## src/rtl/mimo_lane_serializer_if.sv

```systemverilog
// Handshake bundle for the lane serializer: parallel word in, one lane per beat out.
interface mimo_lane_serializer_if #(
  parameter int N          = 4,
  parameter int DATA_WIDTH = 16,
  parameter int FIFO_DEPTH = 4
);
  localparam int LW = (N > 1) ? $clog2(N) : 1;
  localparam int FW = $clog2(FIFO_DEPTH + 1);

  logic                    in_valid;
  logic                    in_ready;
  logic [N*DATA_WIDTH-1:0] data_in;
  logic                    out_valid;
  logic                    out_ready;
  logic [DATA_WIDTH-1:0]   out_data;
  logic [LW-1:0]           out_lane;
  logic                    out_last;
  logic [FW-1:0]           fill_level;

  modport slave (
    input  in_valid, data_in, out_ready,
    output in_ready, out_valid, out_data, out_lane, out_last, fill_level
  );

  modport master (
    output in_valid, data_in, out_ready,
    input  in_ready, out_valid, out_data, out_lane, out_last, fill_level
  );
endinterface

```

## src/rtl/mimo_lane_serializer.sv

```systemverilog
// Buffers N-lane parallel words in a small FIFO and streams them out one lane per beat,
// lane 0 first, popping the head word after its last lane.
module mimo_lane_serializer #(
  parameter int N          = 4,
  parameter int DATA_WIDTH = 16,
  parameter int FIFO_DEPTH = 4
) (
  input  logic                    clk,
  input  logic                    rst,
  mimo_lane_serializer_if.slave   bus
);
  localparam int LW = (N > 1) ? $clog2(N) : 1;
  localparam int AW = $clog2(FIFO_DEPTH);
  localparam int FW = $clog2(FIFO_DEPTH + 1);

  typedef enum logic {EMPTY, STREAM} state_t;
  state_t state, state_nxt;

  logic [N-1:0][DATA_WIDTH-1:0] mem [FIFO_DEPTH];
  logic [AW-1:0] wr_ptr, rd_ptr;
  logic [FW-1:0] count;
  logic [LW-1:0] lane;
  logic          streaming, push, beat, pop, lane_end;

  // in_ready depends only on registered occupancy, never on out_ready
  assign bus.in_ready   = !rst && (count < FW'(FIFO_DEPTH));
  assign push           = bus.in_valid && bus.in_ready;
  assign streaming      = (state == STREAM);
  assign lane_end       = (lane == LW'(N-1));
  assign beat           = streaming && bus.out_ready;
  assign pop            = beat && lane_end;

  assign bus.out_valid  = streaming;
  assign bus.out_data   = mem[rd_ptr][lane];
  assign bus.out_lane   = lane;
  assign bus.out_last   = streaming && lane_end;
  assign bus.fill_level = count;

  always_comb begin
    state_nxt = state;
    case (state)
      EMPTY:  if (push) state_nxt = STREAM;
      STREAM: if (pop && !push && count == FW'(1)) state_nxt = EMPTY;
      default: state_nxt = EMPTY;
    endcase
  end

  always_ff @(posedge clk) begin
    if (rst) begin
      state  <= EMPTY;
      wr_ptr <= '0;
      rd_ptr <= '0;
      count  <= '0;
      lane   <= '0;
    end else begin
      state <= state_nxt;
      if (push) wr_ptr <= wr_ptr + 1'b1;
      if (pop)  rd_ptr <= rd_ptr + 1'b1;
      if (beat) lane   <= lane_end ? '0 : lane + 1'b1;
      case ({push, pop})
        2'b10:   count <= count + 1'b1;
        2'b01:   count <= count - 1'b1;
        default: count <= count;
      endcase
    end
  end

  // Storage needs no reset: pointers and count decide what is visible.
  always_ff @(posedge clk) begin
    if (push) mem[wr_ptr] <= bus.data_in;
  end
endmodule

```

## src/flat_wrapper.sv

```systemverilog
// flat-port wrapper written by rule: the top's interface ports become plain ports
module mimo_lane_serializer_flat 
#(
  parameter int N          = 4,
  parameter int DATA_WIDTH = 16,
  parameter int FIFO_DEPTH = 4
)
  (clk, rst, bus_in_valid, bus_data_in, bus_out_ready, bus_in_ready, bus_out_valid, bus_out_data, bus_out_lane, bus_out_last, bus_fill_level);
  mimo_lane_serializer_if #(.N(N), .DATA_WIDTH(DATA_WIDTH), .FIFO_DEPTH(FIFO_DEPTH)) bus_i ();
  input  logic clk;
  input  logic rst;
  input wire logic [$bits(bus_i.in_valid)-1:0] bus_in_valid;
  input wire logic [$bits(bus_i.data_in)-1:0] bus_data_in;
  input wire logic [$bits(bus_i.out_ready)-1:0] bus_out_ready;
  output wire logic [$bits(bus_i.in_ready)-1:0] bus_in_ready;
  output wire logic [$bits(bus_i.out_valid)-1:0] bus_out_valid;
  output wire logic [$bits(bus_i.out_data)-1:0] bus_out_data;
  output wire logic [$bits(bus_i.out_lane)-1:0] bus_out_lane;
  output wire logic [$bits(bus_i.out_last)-1:0] bus_out_last;
  output wire logic [$bits(bus_i.fill_level)-1:0] bus_fill_level;
  assign bus_i.in_valid = bus_in_valid;
  assign bus_i.data_in = bus_data_in;
  assign bus_i.out_ready = bus_out_ready;
  assign bus_in_ready = bus_i.in_ready;
  assign bus_out_valid = bus_i.out_valid;
  assign bus_out_data = bus_i.out_data;
  assign bus_out_lane = bus_i.out_lane;
  assign bus_out_last = bus_i.out_last;
  assign bus_fill_level = bus_i.fill_level;
  mimo_lane_serializer #(.N(N), .DATA_WIDTH(DATA_WIDTH), .FIFO_DEPTH(FIFO_DEPTH)) u_core (.clk(clk), .rst(rst), .bus(bus_i));
endmodule
```

## config.mk

```make
export PLATFORM = sky130hd
export DESIGN_NAME = mimo_lane_serializer_flat
export DESIGN_NICKNAME = d
export VERILOG_FILES = /design/src/rtl/mimo_lane_serializer_if.sv /design/src/rtl/mimo_lane_serializer.sv /design/src/flat_wrapper.sv
export SDC_FILE = /design/constraint.sdc
export NUM_CORES = 1
export LEC_CHECK = 0
export ABC_AREA = 1
export CORE_ASPECT_RATIO = 2
export CORE_MARGIN = 5
export CORE_UTILIZATION = 52
export CTS_CLUSTER_SIZE = 40
export DETAILED_ROUTE_END_ITERATION = 8
export PLACE_DENSITY = 0.73
export SLEW_MARGIN = 25
export SYNTH_ARGS = -nofsm -noshare
export SYNTH_HDL_FRONTEND = slang
export SYNTH_SLANG_ARGS = --single-unit
```

## constraint.sdc

```tcl
create_clock -name clk -period 4.79 [get_ports clk]
set_input_delay 0.7185 -clock clk [delete_from_list [all_inputs] [get_ports clk]]
set_output_delay 0.7185 -clock clk [all_outputs]
set_load 0.005 [all_outputs]
```

==> summary.txt, run 1 <==
Slew @ Worst Pin -> 0.991 ns
layout cells sized above 1 -> 4.56%
setup bufs post-CTS -> 0
Area growth, synth to finish -> 15.0%
Tot GR Track Use -> 21.7%
Syn Nets -> 1,193
Die Wd -> 116 µm
Mapped Cells -> 1,115
DR vias/cell -> 5.28
Seq cells post-synth -> 268
Area contributors post-synth -> edfxtp_1, nand2_1, nand3_1
vias in the first global route -> 7,860
register share of total power -> 57.6%
P_sw -> 1000 µW
I/O pin cnt -> 92
Mean Syn Cell Area -> 10.4 µm²
maxcap violations -> 0
synth warn -> 0
Top FF cell, synth -> edfxtp_1
pwr dens -> 344 mW/mm²
Hold Buf Count CTS -> 0
Post-Syn Area -> 0.0116 mm²
Int Power -> 3580 µW
asr flop ratio synth -> 0%
Tmin final -> 4.01 ns
largest net degree at the start of global routing -> 69
LEAKAGE -> 0.00557 µW
# port buffers -> 91
Slew Viols, Final -> 0
final setup violation count -> 0
final hold violations -> 0
worst rel slew slack -> 33.9%
setup TNS after final layout -> 0 ns
peak supply drop -> 0.222 mV
Critical Path RT -> 4.07 ns
CTS tree -> done
first drt pass iteration count -> 5
CP arrival -> 3.29 ns
pre-CTS setup slack -> 1.38 ns
starting density of the core -> 52.5%
Logic pwr share -> 7.5%
total gr overflow -> 0
Yosys top cell area share -> 66.4%
DRC violation total after the first TritonRoute iteration -> 721
Vias -> 7,824
switching share of power -> 21.8%
Worst-path clk slew -> 0.07 ns
# DRC -> 0
FMAX -> 0.250 GHz
routed wire length -> 27.2 mm
EDFF count, synth -> 256
GP Congestion -> 0.809
top-count cell post-synth -> nand2_1
Core Area -> 0.0221 mm²
status -> finished, final reports clean
Final period util -> 83.6%
Worst Path Max Fanout -> 68
post-layout util -> 60.3%
Antenna Violating Nets Remaining -> 0
startpoint types -> flip-flop
die height -> 221 µm
Final Net Count -> 1,271
Hold WC Path Type -> flip-flop to flip-flop
post-CTS resize count -> 0
clock tree buffer depth -> 3
Hold WS -> 0.500 ns
RSZ-0062 raised after global routing -> no
dpl hpwl -> 17.3 mm
worst setup margin -> 0.783 ns
Antenna Cells -> 0
post-synthesis cell type count -> 20
cell accounting for the most synthesized area -> edfxtp_1
clock root cell -> clkbuf_16
top post-synthesis cells by count -> nand2_1, edfxtp_1, inv_1
element type at the critical path end -> output pin
clock skew -> 0.00988 ns
wire per inst -> 18.4 µm
clk_lat worst skew -> 0.51 ns
crit path kind -> flip-flop to output pin
Die Area -> 0.0255 mm²
first-pass GRT wire length -> 42.3 mm
clock share of power -> 34.9%
Worst R2R Setup Slack -> 2.48 ns
initial antenna violation count -> 0
Num Clock Sinks -> 268
sequential area share after synthesis -> 68.5%
H-tree depth -> 1
cell row count -> 77
Inserted Clock Buffers -> 21
==> stage by stage <==
step	instance area, µm²	power, µW	instances
after floorplan	11600	2830	1115
after global placement	12700	3030	1446
after detailed placement	12700	3040	1446
after CTS	13300	4610	1483
after global routing	13300	4720	1483
final	13300	4580	1483
==> area by class of cell <==
type	count	area (µm²)
Tap cell	276	345
Multi-Input combinational cell	583	2590
Inverter	212	797
Clock buffer	24	537
Timing Repair Buffer	107	1030
Clock inverter	13	78.8
Sequential cell	268	7930
Fill cell	1732	8750
==> layer usage <==
metal	part of all wire (%)	up-vias	global-route usage (%)
met5	0	-	0
met4	4.3	0	9.86
met3	6.0	50	2.76
met2	54	288	38.5
met1	36	3747	25.9
li1	-	3739	-
==> worst max-delay path, stage by stage (launching register included) <==
cell             delay [ns]
dfxtp_4                0.35
buf_4                  0.52
buf_4                  0.69
nand2_1                0.14
nand3_1                0.11
nand3_1                0.17
nand3_1                0.20
nand2_1                0.10
clkdlybuf4s50_1        0.46
==> state kept, by name, indices dropped and copies added, names as in the netlist, named ones only <==
signal and count:
u_core.bus.fill_level 3, u_core.rd_ptr 2, u_core.wr_ptr 2, u_core.bus.out_valid 1
u_core.mem 256, u_core.bus.out_lane 2
==> placed cells by master (no fill, tap or decap) <==
cell and instances:
clkbuf_1 3, ha_1 10, clkinv_4 2, buf_4 16
inv_1 208, a21oi_1 10, xor2_1 1, o21a_1 2
edfxtp_1 256, dfxtp_1 10, clkbuf_16 21, inv_2 1
xnor2_1 1, dfxtp_4 1, o21ai_0 8, nor2_4 4
clkinv_1 5, clkinvlp_4 1, clkinv_2 6, inv_6 2
nor2_1 6, nand2_1 348, dfxtp_2 1, clkdlybuf4s50_1 91
a211oi_1 1, nand3_1 192
==> power by group through the flow <==
stage | registers [µW] | logic, µW | clock network [µW]
3_3_place_gp | 2690 | 339 | 0
3_5_place_dp | 2690 | 344 | 0
5_1_grt | 2640 | 375 | 1710
6_report | 2640 | 344 | 1600
2_1_floorplan | 2690 | 138 | 0
4_1_cts | 2640 | 346 | 1620
==> kinds of logic after synthesis <==
group,Yosys count,share of synthesized area [%]
xor gates and xnor gates,2,0.151
AOI/OAI and AO/OA,21,0.973
buffers and inverters,264,9.41
DFF,268,68.5
and+or+nand+nor,550,19.9
adders and majority gates,10,1.08
==> path summary, 6_finish.rpt <==
path | start | endpoint | depth (start not counted)
max | flip-flop | bus_out_data[14] | 8
min | u_core.bus.out_lane[0] | u_core.bus.out_lane[0] | 2
max reg2reg | u_core.bus.fill_level[2] | u_core.mem[3][18] | 4
min reg2reg | u_core.bus.out_lane[0] | u_core.bus.out_lane[0] | 2
(Power assumes the default switching activity.)
==> run 2: changes to the inputs <==
- clock period: 4.79 -> 4.05 ns (I/O delays scaled with it)
==> summary.txt, run 2 (synthesized netlist as in run 1, its figures left out) <==
status -> finished, final reports clean
FMAX -> 0.288 GHz
H-tree depth -> 1 (unchanged)
critical path startpoint -> u_core.bus.out_lane[0]
clock tree buffer depth -> 3 (unchanged)
DR vias/cell -> 5.19 (-1.6%)
Tot GR Track Use -> 21.6% (-0.18 points)
# DRC -> 0 (unchanged)
dpl hpwl -> 17.6 mm (+1.4%)
first drt pass iteration count -> 5 (unchanged)
Antenna Cells -> 0 (unchanged)
Slew @ Worst Pin -> 0.830 ns (-0.161 ns)
Most flops, register -> u_core.mem
Worst-path clk slew -> 0.07 ns (about the same)
FF-to-FF Start -> u_core.bus.out_lane[0]
setup bufs post-CTS -> 0 (unchanged)
post-layout util -> 60.8% (+0.47 points)
Hold WS -> 0.525 ns (+0.0257 ns)
pwr dens -> 416 mW/mm² (+21%)
Die Wd -> 116 µm (unchanged)
Core Area -> 0.0221 mm² (unchanged)
wire per inst -> 18.6 µm (+1.3%)
placed inst area -> 0.0127 mm² (+0.32%)
Hold WC Path Type -> flip-flop to flip-flop
Inserted Clock Buffers -> 22 (+4.8%)
element type at the critical path end -> output pin
Die Area -> 0.0255 mm² (unchanged)
clock skew -> 0.0123 ns (+0.00241 ns)
number of flip-flops under the largest register name -> 256 (unchanged)
Final period util -> 85.8%
final setup violation count -> 0 (unchanged)
final hold violations -> 0 (unchanged)
routed wire length -> 27.5 mm (+1.0%)
crit path kind -> flip-flop to output pin
most frequent cells in the layout -> nand2_1, edfxtp_1, inv_1
initial antenna violation count -> 1 (+1)
post-CTS resize count -> 0 (unchanged)
die height -> 221 µm (unchanged)
Hold Crit Start -> u_core.bus.fill_level[2]
Antenna Violating Nets Remaining -> 0 (unchanged)
vias in the first global route -> 7,540 (-4.1%)
startpoint types -> flip-flop
Critical Path RT -> 3.44 ns (-0.63 ns)
first-pass GRT wire length -> 41.3 mm (-2.3%)
cell row count -> 77 (unchanged)
clock root cell -> clkbuf_16
RSZ-0062 raised after global routing -> no
peak supply drop -> 0.317 mV (+43%)
largest net degree at the start of global routing -> 129 (+87%)
starting density of the core -> 52.5% (unchanged)
clk_lat worst skew -> 0.52 ns (about the same)
CP arrival -> 2.87 ns (-0.42 ns)
Num Clock Sinks -> 268 (unchanged)
maxcap violations -> 0 (unchanged)
CTS tree -> done
LEAKAGE -> 0.00560 µW (+0.46%)
I/O pin cnt -> 92 (unchanged)
Area growth, synth to finish -> 15.9%
Tmin final -> 3.47 ns
worst rel slew slack -> 44.6% (+11 points)
Vias -> 7,679 (-1.9%)
layout cells sized above 1 -> 3.91% (-0.65 points)
commonest non-fill, non-tap cell in the layout -> nand2_1
# port buffers -> 91 (unchanged)
Hold Buf Count CTS -> 0 (unchanged)
design area -> 0.0134 mm² (+0.77%)
Worst Path Max Fanout -> 18 (-74%)
GP Congestion -> 0.859 (+6.1%)
total gr overflow -> 0 (unchanged)
DRC violation total after the first TritonRoute iteration -> 613 (-15%)
Slew Viols, Final -> 0 (unchanged)
Final Net Count -> 1,269 (-0.16%)
## run 2: cell count changes in the layout (fill, tap and decap cells not counted), sizes merged
cell,delta
clkinvlp,-1
bufinv,+2
buf,-3
inv,-2
clkbuf,+4
clkinv,-4
## run 2: per-stage QoR
stage | setup WS (ns) | total power, µW | TNS (ns) | instances
4_1_cts | 0.567 | 5620 | 0 | 1479
6_report | 0.576 | 5580 | 0 | 1479
2_1_floorplan | -0.109 | 3350 | -28.01 | 1115
3_3_place_gp | 1.18 | 3580 | 0 | 1443
3_5_place_dp | 1.14 | 3580 | 0 | 1443
5_1_grt | 0.481 | 5770 | 0 | 1479
## run 2: worst paths after layout
kind	to	slack [ns]	depth (start not counted)
max	bus_out_data[3]	0.58	6
max reg2reg	u_core.bus.fill_level[2]	1.83	9
min	u_core.bus.fill_level[2]	0.53	2
min reg2reg	u_core.bus.fill_level[2]	0.53	2
## run 2: layout make-up
type	count	area, µm²
Multi-Input combinational cell	583	2590
Clock buffer	28	594
Sequential cell	268	7930
Tap cell	276	345
Fill cell	1736	8650
Timing Repair Buffer	104	1070
Inverter	212	797
Clock inverter	8	83.8
## run 2: where the power goes
part	switching, µW	internal, µW	leakage (µW)	total, µW
logic	233	172	0.00285	404
clock network	895	1160	0.000329	2050
registers	17.7	3100	0.00242	3120
total	1150	4430	0.00560	5580
## run 2: worst max-delay path: stages (launching register included)
cell and delay (ns):
dfxtp_1 0.33, clkinv_1 0.58, buf_4 0.48, nand3_1 0.14
nand3_1 0.15, nand2_1 0.15, clkdlybuf4s50_1 0.52
## run 2: metal layers
| layer | global-route usage [%] | part of all wire (%) |
|---|---|---|
| met4 | 10.7 | 5.0 |
| met3 | 2.10 | 5.0 |
| met5 | 0 | 0.047 |
| met2 | 39.2 | 55 |
| met1 | 24.6 | 35 |
==> patch 1: new RTL, flow settings as in run 2 <==
Reset style: asynchronous (`rst`), changed in one clocked block.
--- a/src/rtl/mimo_lane_serializer.sv
+++ b/src/rtl/mimo_lane_serializer.sv
@@ -47,3 +47,3 @@
 
-  always_ff @(posedge clk) begin
+  always_ff @(posedge clk or posedge rst) begin
     if (rst) begin
Behaviour: differs if rst is asserted again (counterexample within 4 cycles, from zero or initial values and one cycle with rst high); with rst held inactive, the same outputs for 10 cycles.
==> patch 1 against run 2 <==
Worst hold slack got worse by 0.087 ns. Worst setup slack got worse by 0.29 ns. Sequential cell count fell by 2. Non-clock buffer count rose by 3. Synthesized area barely moved. Routed wire length fell by 1.4%. Design area rose by 0.10%.
Power is not compared: it rests on default switching activity, and its combinational part moved more than twofold at a synthesized area within 25%.
==> patch 1: results <==
run_status:
  status: "finished clean"
detailed_routing:
  highest_layer: "met4"
  vias: 7704
  totalWireLength_mm: 27.1
  post_drt_wl_per_cell_um: 18.4
  wl_met3_mm: 1.51
  m1WireLength_mm: 9.86
  first_iter_violations: 760
  met2_length_mm: 14.5
setup_path:
  path_max_fanout: 70
  slowest_delay_ns: 0.72
  crit_slowest_cell: "dfrtp_4"
  reg2reg_slack_ns: 1.65
  reg2reg_from: "u_core.bus.out_lane[0]"
layout:
  seq_area_frac: 0.592
  inv_count: 210
  largest_register_ffs: 256
  drive_gt1_frac: 0.0452
  antenna_cells: 1
  final-nonclk-buf-share: 0.0824
  clk_share: 0.0526
  nNetsFinal: 1256
  syn_to_final_growth_pct: 15.9
  comb.multi_input.count: 570
  signal_buffers: 107
  seq_area_mm2: 0.00794
  multi_input_area_mm2: 0.00253
  nFillCells: 1768
synthesis:
  synthArstFlopShare: 0.0376
  synth_area_leaders: "edfxtp_1, nand2_1, nand3_1"
  synth_edf_count: 256
  synth_fa_ha_area_frac: 0.0108
  ys_top_cells_by_count: "nand2_1, edfxtp_1, inv_1"
  syn_area_per_cell_um2: 10.5
  synth_cell_types: 19
  synthesis.nets: 1177
  synth_compound_area_frac: 0.00389
  ys_ff_latch: 266
  synth-xor-area-share: 0.00378
  ys_seq_area_frac: 0.685
placed_design:
  place_ws_ns: 0.813
  gp_congestion: 0.792
  place_inst: 1429
  dpl_cell_area_mm2: 0.0127
  hpwl_mm: 17.3
sta:
  worst_pin_slew_ns: 0.835
  whs_ns: 0.438
  clock-skew-final_ns: 0.0113
  worst_slack_ns: 0.282
clocking:
  cts_made_buffers: 23
  max-clock-path-buffers: 3
grt:
  grt_use_met2: 0.381
  grt_use_total: 0.217
  met3_usage: 0.0249
  grt_max_degree: 71
  grt_pass1_vias: 7883
  use_met1: 0.260
  antenna_found_initial: 0
  grt_pass1_wl_mm: 42.3
min_path:
  hp-class: "primary input to async pin"
-- patch 1: changes by cell type after synthesis, sizes merged --
| cell | change |
|---|---|
| nand3 | +1 |
| o21a | -2 |
| dfrtp | +10 |
| nor2 | -1 |
| nand2 | -4 |
| clkbuf | +2 |
| dfxtp | -12 |
| buf | -1 |
| inv | -2 |
| a211oi | -1 |
| xor2 | +3 |
| a21oi | -9 |
-- patch 1: how the worst max path moves through the flow --
stage	start	depth (start not counted)	to
final	u_core.rd_ptr[0]	8	bus_out_data[2]
after global routing	u_core.rd_ptr[0]	8	bus_out_data[2]
after CTS	u_core.rd_ptr[0]	8	bus_out_data[3]
after detailed placement	u_core.rd_ptr[0]	8	bus_out_data[3]
after global placement	u_core.rd_ptr[0]	8	bus_out_data[3]
after floorplan	rst	3	u_core.mem[0][0]
-- patch 1: report_power, final --
group          total, mW  switching [mW]  internal, mW
Combinational       3.14            2.01          1.13
Sequential          3.45           0.149          3.31
Clock               2.10           0.925          1.17
==> patch 2: new RTL, flow settings as in run 2 <==
Made on the original files. `FIFO_DEPTH` is set to 4 in 3 places; all go to 2.
--- a/src/rtl/mimo_lane_serializer_if.sv
+++ b/src/rtl/mimo_lane_serializer_if.sv
@@ -4,3 +4,3 @@
   parameter int DATA_WIDTH = 16,
-  parameter int FIFO_DEPTH = 4
+  parameter int FIFO_DEPTH = 2
 );
--- a/src/rtl/mimo_lane_serializer.sv
+++ b/src/rtl/mimo_lane_serializer.sv
@@ -5,3 +5,3 @@
   parameter int DATA_WIDTH = 16,
-  parameter int FIFO_DEPTH = 4
+  parameter int FIFO_DEPTH = 2
 ) (
--- a/src/flat_wrapper.sv
+++ b/src/flat_wrapper.sv
@@ -5,3 +5,3 @@
   parameter int DATA_WIDTH = 16,
-  parameter int FIFO_DEPTH = 4
+  parameter int FIFO_DEPTH = 2
 )
Interface: changed (resized bus_fill_level); port bits go from 92 to 91. The function was not compared with the original's and may differ.
==> patch 2 against run 2 <==
Synthesized area is 48% lower. Design area is 43% lower. Die area is 46% lower. Combinational power is 32% lower. First-iteration DRC count is 52% lower. Power is 34% lower. Clock skew is 0.0063 ns lower. Global-route usage is 0.72 points lower. Sequential cell count is 132 lower. Clock power is 13% lower. Routed wire length is 50% lower. Fmax is 6.2% higher. Worst setup slack better by 0.20 ns. Synthesized cell count is 46% lower.
==> patch 2: results <==
clocking:
  h-tree-depth: 4
  max-clock-path-buffers: 2
  cts_made_buffers: 17
setup_path:
  crit_slowest_cell: "dfxtp_1"
  slowest_delay_ns: 0.83
  path_max_fanout: 33
sta:
  period_share: 0.807
  slew_headroom: 0.432
  clock-skew-final_ns: 0.00604
  whs_ns: 0.504
grt:
  grt_pass1_vias: 4370
  grt_pass1_wl_mm: 21.8
detailed_routing:
  post_drt_wl_per_cell_um: 16.3
  vias: 4238
  via_per_inst: 4.97
  first_iter_violations: 293
run_status:
  status: "finished clean"
placed_design:
  dpl_cell_area_mm2: 0.00698
  place_ws_ns: 1.14
  gp_congestion: 0.810
  port_buffers: 90
  hpwl_mm: 9.10
synthesis:
  ys_top_cells_by_count: "nand2_1, inv_1, edfxtp_1"
  synthesis.nets: 677
  synth_area_leaders: "edfxtp_1, nand2_1, inv_1"
  synthCells: 605
  ys_seq_area_frac: 0.671
pwr:
  ir_drop_uv: 458
  p_sw_frac: 0.197
  leakagePower_nw: 3.44
layout:
  nFillCells: 897
  drive_gt1_frac: 0.0606
## patch 2: cell count changes after synthesis, moves of 6 or more
cell	delta
nand2_1	-132
edfxtp_1	-128
nand3_1	-127
inv_1	-70
buf_2	-15
buf_4	-8
clkbuf_1	-7
ha_1	-6
## patch 2: kinds of logic after synthesis
family | count (synthesis) | synth area share
and+or+nand+nor | 290 | 0.197
buffers and inverters | 164 | 0.114
DFF | 136 | 0.671
AOI/OAI and AO/OA | 10 | 0.00839
adders and majority gates | 4 | 0.00839
xor gates and xnor gates | 1 | 0.00147
## patch 2: power by group through the flow
stage | clock, mW | sequential [mW] | combinational [mW]
after floorplan | 0 | 1.64 | 0.113
after global placement | 0 | 1.64 | 0.267
after detailed placement | 0 | 1.64 | 0.272
after CTS | 1.79 | 1.62 | 0.275
after global routing | 1.85 | 1.62 | 0.299
final | 1.78 | 1.62 | 0.273
## patch 2: tightest hold or removal path: cells and delay by family, from the launching register on
kind                   cells  cell delay [ns]
flip-flops                 1             0.34
buffers and inverters      1             0.07
AO/OA/AOI/OAI              1             0.05
## patch 2: final timing paths
| check | from | to | cells after the start |
|---|---|---|---|
| max | u_core.bus.out_lane[0] | bus_out_data[0] | 6 |
| min | u_core.bus.out_valid | u_core.bus.out_valid | 2 |
| max reg2reg | u_core.bus.fill_level[1] | u_core.mem[0][0] | 4 |
| min reg2reg | u_core.bus.out_valid | u_core.bus.out_valid | 2 |
## patch 2: layer usage
metal / wire length [um] / up-vias
li1: - / 2071
met1: 4870 / 2003
met2: 7800 / 125
met3: 577 / 39
met4: 607 / 0
met5: 0 / -
## patch 2: final cells by class
type / instances / area, um^2 / share of cell area
flip-flops and latches: 136 / 4010 / 0.523
multi-input cells: 305 / 1300 / 0.169
repair buffers: 97 / 966 / 0.126
inverters: 141 / 529 / 0.0691
clock buffers: 18 / 429 / 0.0561
clock inverters: 13 / 250 / 0.0327
well taps: 142 / 178 / 0.0232
